[config.mk]
export PLATFORM = sky130hd
export DESIGN_NAME = simon_decrypt_pipeline
export DESIGN_NICKNAME = d
export VERILOG_FILES = /design/src/rtl/simon_pkg.sv /design/src/rtl/simon_key_schedule.sv /design/src/rtl/simon_decrypt_pipeline.sv
export SDC_FILE = /design/constraint.sdc
export NUM_CORES = 2
export LEC_CHECK = 0
export CORE_MARGIN = 3
export CORE_UTILIZATION = 50
export DETAILED_ROUTE_END_ITERATION = 10
export HOLD_SLACK_MARGIN = 0.15
export PLACE_DENSITY = 0.66
export SYNTH_ARGS = -nofsm -noshare
export SYNTH_HDL_FRONTEND = slang
export SYNTH_SLANG_ARGS = --single-unit
export TNS_END_PERCENT = 10
[constraint.sdc]
create_clock -name clk -period 2.4 [get_ports clk]
set_clock_uncertainty 0.15 [all_clocks]
set_input_delay 0.48 -clock clk [delete_from_list [all_inputs] [get_ports clk]]
set_output_delay 0.48 -clock clk [all_outputs]
set_load 0.02 [all_outputs]
[src/rtl/simon_pkg.sv]
// simon_pkg: Simon 32/64 constants, round function and round-key type,
// shared by the encrypt and decrypt pipelines.
package simon_pkg;
    localparam int SIMON_WORD   = 16;
    localparam int SIMON_ROUNDS = 32;
    // Bit j (LSB first) is element j of the Simon z0 sequence
    localparam logic [61:0] SIMON_Z0 = 62'h19C3_522F_B386_A45F;
    localparam logic [SIMON_WORD-1:0] SIMON_C = 16'hFFFC;

    typedef logic [SIMON_WORD-1:0] simon_word_t;
    typedef simon_word_t [SIMON_ROUNDS-1:0] simon_rk_t;

    function automatic simon_word_t simon_f(simon_word_t v);
        return ({v[14:0], v[15]} & {v[7:0], v[15:8]}) ^ {v[13:0], v[15:14]};
    endfunction
endpackage

[src/rtl/simon_key_schedule.sv]
// simon_key_schedule: combinational Simon 32/64 key expansion, 64-bit key to
// 32 round keys (k0 taken from key_i[15:0]).
module simon_key_schedule
    import simon_pkg::*;
(
    input  logic [63:0] key_i,
    output simon_rk_t   rk_o
);
    simon_word_t t;

    // ~k ^ 3 is folded into a single XOR with SIMON_C
    always_comb begin
        t = '0;
        rk_o = '0;
        rk_o[3:0] = key_i;
        for (int i = 4; i < SIMON_ROUNDS; i++) begin
            t = {rk_o[i-1][2:0], rk_o[i-1][15:3]} ^ rk_o[i-3];
            t = t ^ {t[0], t[15:1]};
            rk_o[i] = rk_o[i-4] ^ SIMON_C ^ t ^ {15'd0, SIMON_Z0[i-4]};
        end
    end
endmodule

[src/rtl/simon_decrypt_pipeline.sv]
// simon_decrypt_pipeline: 32-round fully pipelined Simon 32/64 decryptor,
// one block per clock, 32-cycle latency. SIMON_DEC_KEY_PORT_EN adds key/key_load.
module simon_decrypt_pipeline
    import simon_pkg::*;
#(
    parameter logic [63:0] DEFAULT_KEY = 64'h1918_1110_0908_0100
) (
    input  logic        clk,
    input  logic        rst,
    input  logic        in_valid,
    input  logic [31:0] ciphertext,
`ifdef SIMON_DEC_KEY_PORT_EN
    input  logic [63:0] key,
    input  logic        key_load,
`endif
    output logic        out_valid,
    output logic [31:0] plaintext,
    output logic        busy
);
    logic [63:0]         key_q;
    simon_rk_t           rk;
    logic [SIMON_ROUNDS:0] v_q, en;
    simon_word_t         x_q [SIMON_ROUNDS+1];
    simon_word_t         y_q [SIMON_ROUNDS+1];
    simon_word_t         x_d [SIMON_ROUNDS+1];
    simon_word_t         y_d [SIMON_ROUNDS+1];

`ifdef SIMON_DEC_KEY_PORT_EN
    always_ff @(posedge clk or negedge rst) begin
        if (!rst) key_q <= DEFAULT_KEY;
        else if (key_load) key_q <= key;
    end
`else
    assign key_q = DEFAULT_KEY;
`endif

    simon_key_schedule u_ks (.key_i(key_q), .rk_o(rk));

    // Stage 0 only captures the block, so a same-cycle key_load already
    // applies to its first round.
    assign x_d[0] = ciphertext[31:16];
    assign y_d[0] = ciphertext[15:0];
    assign en     = {v_q[SIMON_ROUNDS-1:0], in_valid};

    for (genvar s = 0; s < SIMON_ROUNDS; s++) begin : g_round
        assign x_d[s+1] = y_q[s];
        assign y_d[s+1] = x_q[s] ^ simon_f(y_q[s]) ^ rk[SIMON_ROUNDS-1-s];
    end

    always_ff @(posedge clk or negedge rst) begin
        if (!rst) begin
            v_q <= '0;
            for (int s = 0; s <= SIMON_ROUNDS; s++) begin
                x_q[s] <= '0;
                y_q[s] <= '0;
            end
        end else begin
            v_q <= en;
            for (int s = 0; s <= SIMON_ROUNDS; s++) begin
                if (en[s]) begin
                    x_q[s] <= x_d[s];
                    y_q[s] <= y_d[s];
                end
            end
        end
    end

    assign out_valid = v_q[SIMON_ROUNDS];
    assign plaintext = {x_q[SIMON_ROUNDS], y_q[SIMON_ROUNDS]};
    assign busy      = |v_q;
endmodule

Yosys cells after proc, flatten, opt, wreduce, memory -nomap -nowiden --
Cells that the tools add are included. W data, S select, Z words.
Word-level totals: word-level logic and storage cells 196, flip-flop bits (word level) 1089
Operators by class: bitwise operators 128, reduce and logical (&&, ||, !) cells 1
Operator list (count):
- $xor A16 B16 Y16 | 64
- $and A16 B16 Y16 | 32
- $not A9 Y9 | 5
- $not A10 Y10 | 4
- $not A8 Y8 | 5
- $reduce_or A33 Y1 | 1
- $not A6 Y6 | 5
- $not A7 Y7 | 4
- $not A5 Y5 | 4
- $not A11 Y11 | 1
- $not A3 Y3 | 2
- $not A2 Y2 | 1
- $not A1 Y1 | 1

Longest topological paths before layout --
depth after elaboration 4, gate-level depth with buffers 4, gate-level depth less buffers 3

Cells and area by module --
A second synthesis with hierarchy kept.
Unflattened totals: cell total of the unflattened synthesis 5891, area, all modules 85668.4 um^2
Modules (own cells, without submodules):
- simon_decrypt_pipeline | area each 57928.1 um^2, instances 1, cells an instance 3843
- simon_key_schedule | area each 27740.4 um^2, instances 1, cells an instance 2048

Least setup slack after synthesis --
Ideal clock, no wire load.
path type register to output, start point reg v_q[29], end point out busy, data arrival time 1.285 ns, slack 0.485 ns, data required time 1.770 ns, buffers on the path 1, stages on the path, launching flop included 5, path through dfrtp_1 -> buf_6 -> nor4_2 -> nand4_1 -> or3_1
On the way: longest elaborated chain between the ends 1
RTL lines:
- start: declaration | RTL line simon_decrypt_pipeline.sv:22 | logic [SIMON_ROUNDS:0] v_q, en;
- start signal: assignment | RTL line simon_decrypt_pipeline.sv:58 | v_q <= en;
- $reduce_or A33 Y1 | RTL line simon_decrypt_pipeline.sv:70 | assign busy = |v_q;
- end: declaration | RTL line simon_decrypt_pipeline.sv:18 | output logic busy
No other way between the ends.

Worst setup path in the final report --
Ends and elaborated chain as after synthesis.

==> impl_metrics.py <==
metrics = {
    "outcome": {
        "status": "finished with violations",
        "violations": "negative setup slack",
    },
    "placed_design": {
        "io_buffers": 68,
        "gp_congestion": 0.7632,
        "hpwl_um": 72710,
        "dp_cells": 5361,
        "pre_cts_slack_ps": -301.9,
        "placed_cell_area_um2": 52810,
    },
    "clock_network": {
        "cts_buffer_depth": 3,
        "cts_buffers": 115,
        "clkTransAtPathRegs_ps": 60,
        "cts_tree": "yes",
        "cts_root_buf": "clkbuf_16",
        "clkSinkCount": 1089,
        "cts_htree_levels": 3,
        "clk-insertion-delay-late_ps": 680,
    },
    "global_routing": {
        "antenna_found_initial": 0,
        "grt_start_max_net_pins": 83,
        "grt_pass1_wl_um": 175600,
        "grt_pass1_vias": 29990,
        "grt_use_total_pct": 21.10,
        "grt-ovfl-total": 0,
    },
    "pwr": {
        "leakagePower_nw": 23.87,
        "power_density_nw_per_um2": 1632,
        "power.total_mw": 93.22,
        "worst_ir_drop_vdd_uv": 702.2,
    },
    "drt": {
        "wl_um": 107200,
        "drtAntennaViolNets": 0,
        "wl_per_cell_um": 19.22,
        "initialDrtViolationCount": 1795,
        "via_count": 28990,
        "dr.pass1.iters": 5,
        "viasPerCell": 5.195,
        "drc": 0,
    },
    "floorplanning": {
        "die-area_um2": 104600,
        "die_w_um": 323.4,
        "ios": 69,
        "die_h_um": 323.4,
        "design.core.area_um2": 99140,
        "start_util_pct": 50.81,
        "rows": 115,
    },
    "layout": {
        "nFillCells": 8176,
        "mostFrequentLayoutCells": "dfrtp_1, mux2_2, xor2_1, nand2_1, xnor2_1",
        "final_layout_size_suffix_gt1_share_pct": 26.35,
        "fin_util_pct": 57.60,
        "final_cells": 5580,
        "synthToLayoutAreaGrowth_pct": 13.36,
        "final_common_cell": "dfrtp_1",
        "nets": 4227,
        "fin_area_um2": 57110,
    },
    "sta": {
        "setup_ws_ps": -452.2,
        "setup_violations": 1,
        "max_freq_ghz": 0.3506,
        "period_share_pct": 118.8,
        "worstMarginPinSlew_ps": 546.2,
        "finalMaxSlewViolations": 0,
        "hold_slack_ps": 198.8,
        "tns_ps": -452.2,
        "max_slew_margin_pct": 63.58,
        "finalHoldViolCount": 0,
        "rsz0062_at_grt": "true",
        "min_period_ps": 2852,
    },
    "worst_setup_path": {
        "critPathLaunch": "v_q[29]",
        "r2r-start": "v_q[0]",
        "critPathKind": "reg -> out",
        "worstPathArrival_ps": 2220,
        "worst-path-max-fanout": 2,
        "start_kind": "flop",
        "r2r_cells": 2,
        "critPathRequiredTime_ps": 1770,
        "cp-end-kind": "primary output",
    },
    "logic_synthesis": {
        "synth_edf_count": 0,
        "synth_cells": 4078,
        "synth_cell_type_count": 17,
        "synth_top_area_share_pct": 54.10,
        "yosysSeqAreaShare_pct": 54.10,
        "yosysWarnings": 0,
        "syn_area_per_cell_um2": 12.35,
        "synth_fp_nets": 4113,
        "async_reset_ff_share_pct": 100.0,
        "synth_flop_cell": "dfrtp_1",
        "ys_ff_latch": 1089,
        "synth.area.top_cells": "dfrtp_1, mux2_2, xnor2_1",
        "synth.cell_area_um2": 50380,
        "synth_top_area_cell": "dfrtp_1",
    },
    "run": {
        "cap_violations": 0,
    },
    "worst_hold_path": {
        "hp-class": "in -> async",
    },
}
[timing repair]
item                                   in CTS  in global routing
gates resized for setup                     9                  3
gates cloned                                0                  0
buffers inserted                            0                  0
hold buffers                                1                  0
setup endpoints to repair                   2                  1
endpoints found under the hold margin     557                  0
pin swaps                                   3                  3
[area by class of cell]
type / count / area, um2 / share of cell area (%)
multi-input combinational: 2827 / 22340 / 39.11
antenna: 1 / 2.502 / 0.004382
sequential: 1089 / 27250 / 47.72
timing repair buffer: 159 / 1658 / 2.903
clock inverter: 53 / 825.8 / 1.446
tap: 1287 / 1610 / 2.820
clock buffer: 164 / 3425 / 5.997
[synth_stat cells (5+ instances only)]
master and instances:
dfrtp_1 1089, mux2_2 831, nand2_1 512, xnor2_1 512
xor2_1 512, nor2_1 224, a21oi_1 223, buf_2 117
clkbuf_1 23, buf_4 16, nor4_1 6, buf_1 5
[state kept, by name, summed over array words and instances (netlist names)]
| name | cells |
|---|---|
| plaintext | 32 |
| v_q | 33 |
| x_d | 512 |
| x_q | 512 |
[critical path: stages, from the launching register on]
cell,delay [ps]
dfrtp_1,410
nor4_4,310
buf_4,170
nand4_1,70
or3_4,430
buf_6,150
[where the power goes]
group	total, mW	switching (mW)	internal, mW
clock	19.5	7.47	12.1
combinational	34.4	13.9	20.5
sequential	39.3	11.9	27.4
total	93.2	33.3	60.0
[cell families after synthesis]
kind of cell	share of synthesized area [%]
AOI/OAI and AO/OA	2.215
xor gates and xnor gates	17.80
buffers and inverters	1.632
DFF	54.10
muxes	18.62
and+or+nand+nor	5.633
[metal layers]
metal | routed length (um) | up-vias | GRT usage, %
met5 | 0 | - | 0
met4 | 2058 | 0 | 4.710
met3 | 3443 | 148 | 2.991
met2 | 48990 | 371 | 32.89
met1 | 52750 | 14720 | 31.44
li1 | - | 13750 | -
[path summary, 6_finish.rpt]
kind / slack [ps] / to
min: 200 / x_d[243]
max: -450 / busy
max reg2reg: 860 / x_q[497]
min in group clk: 250 / x_q[515]
min reg2reg: 350 / x_q[515]
max in group asynchronous: 1070 / x_d[492]
No activity file was read; power rests on OpenSTA's default activity.
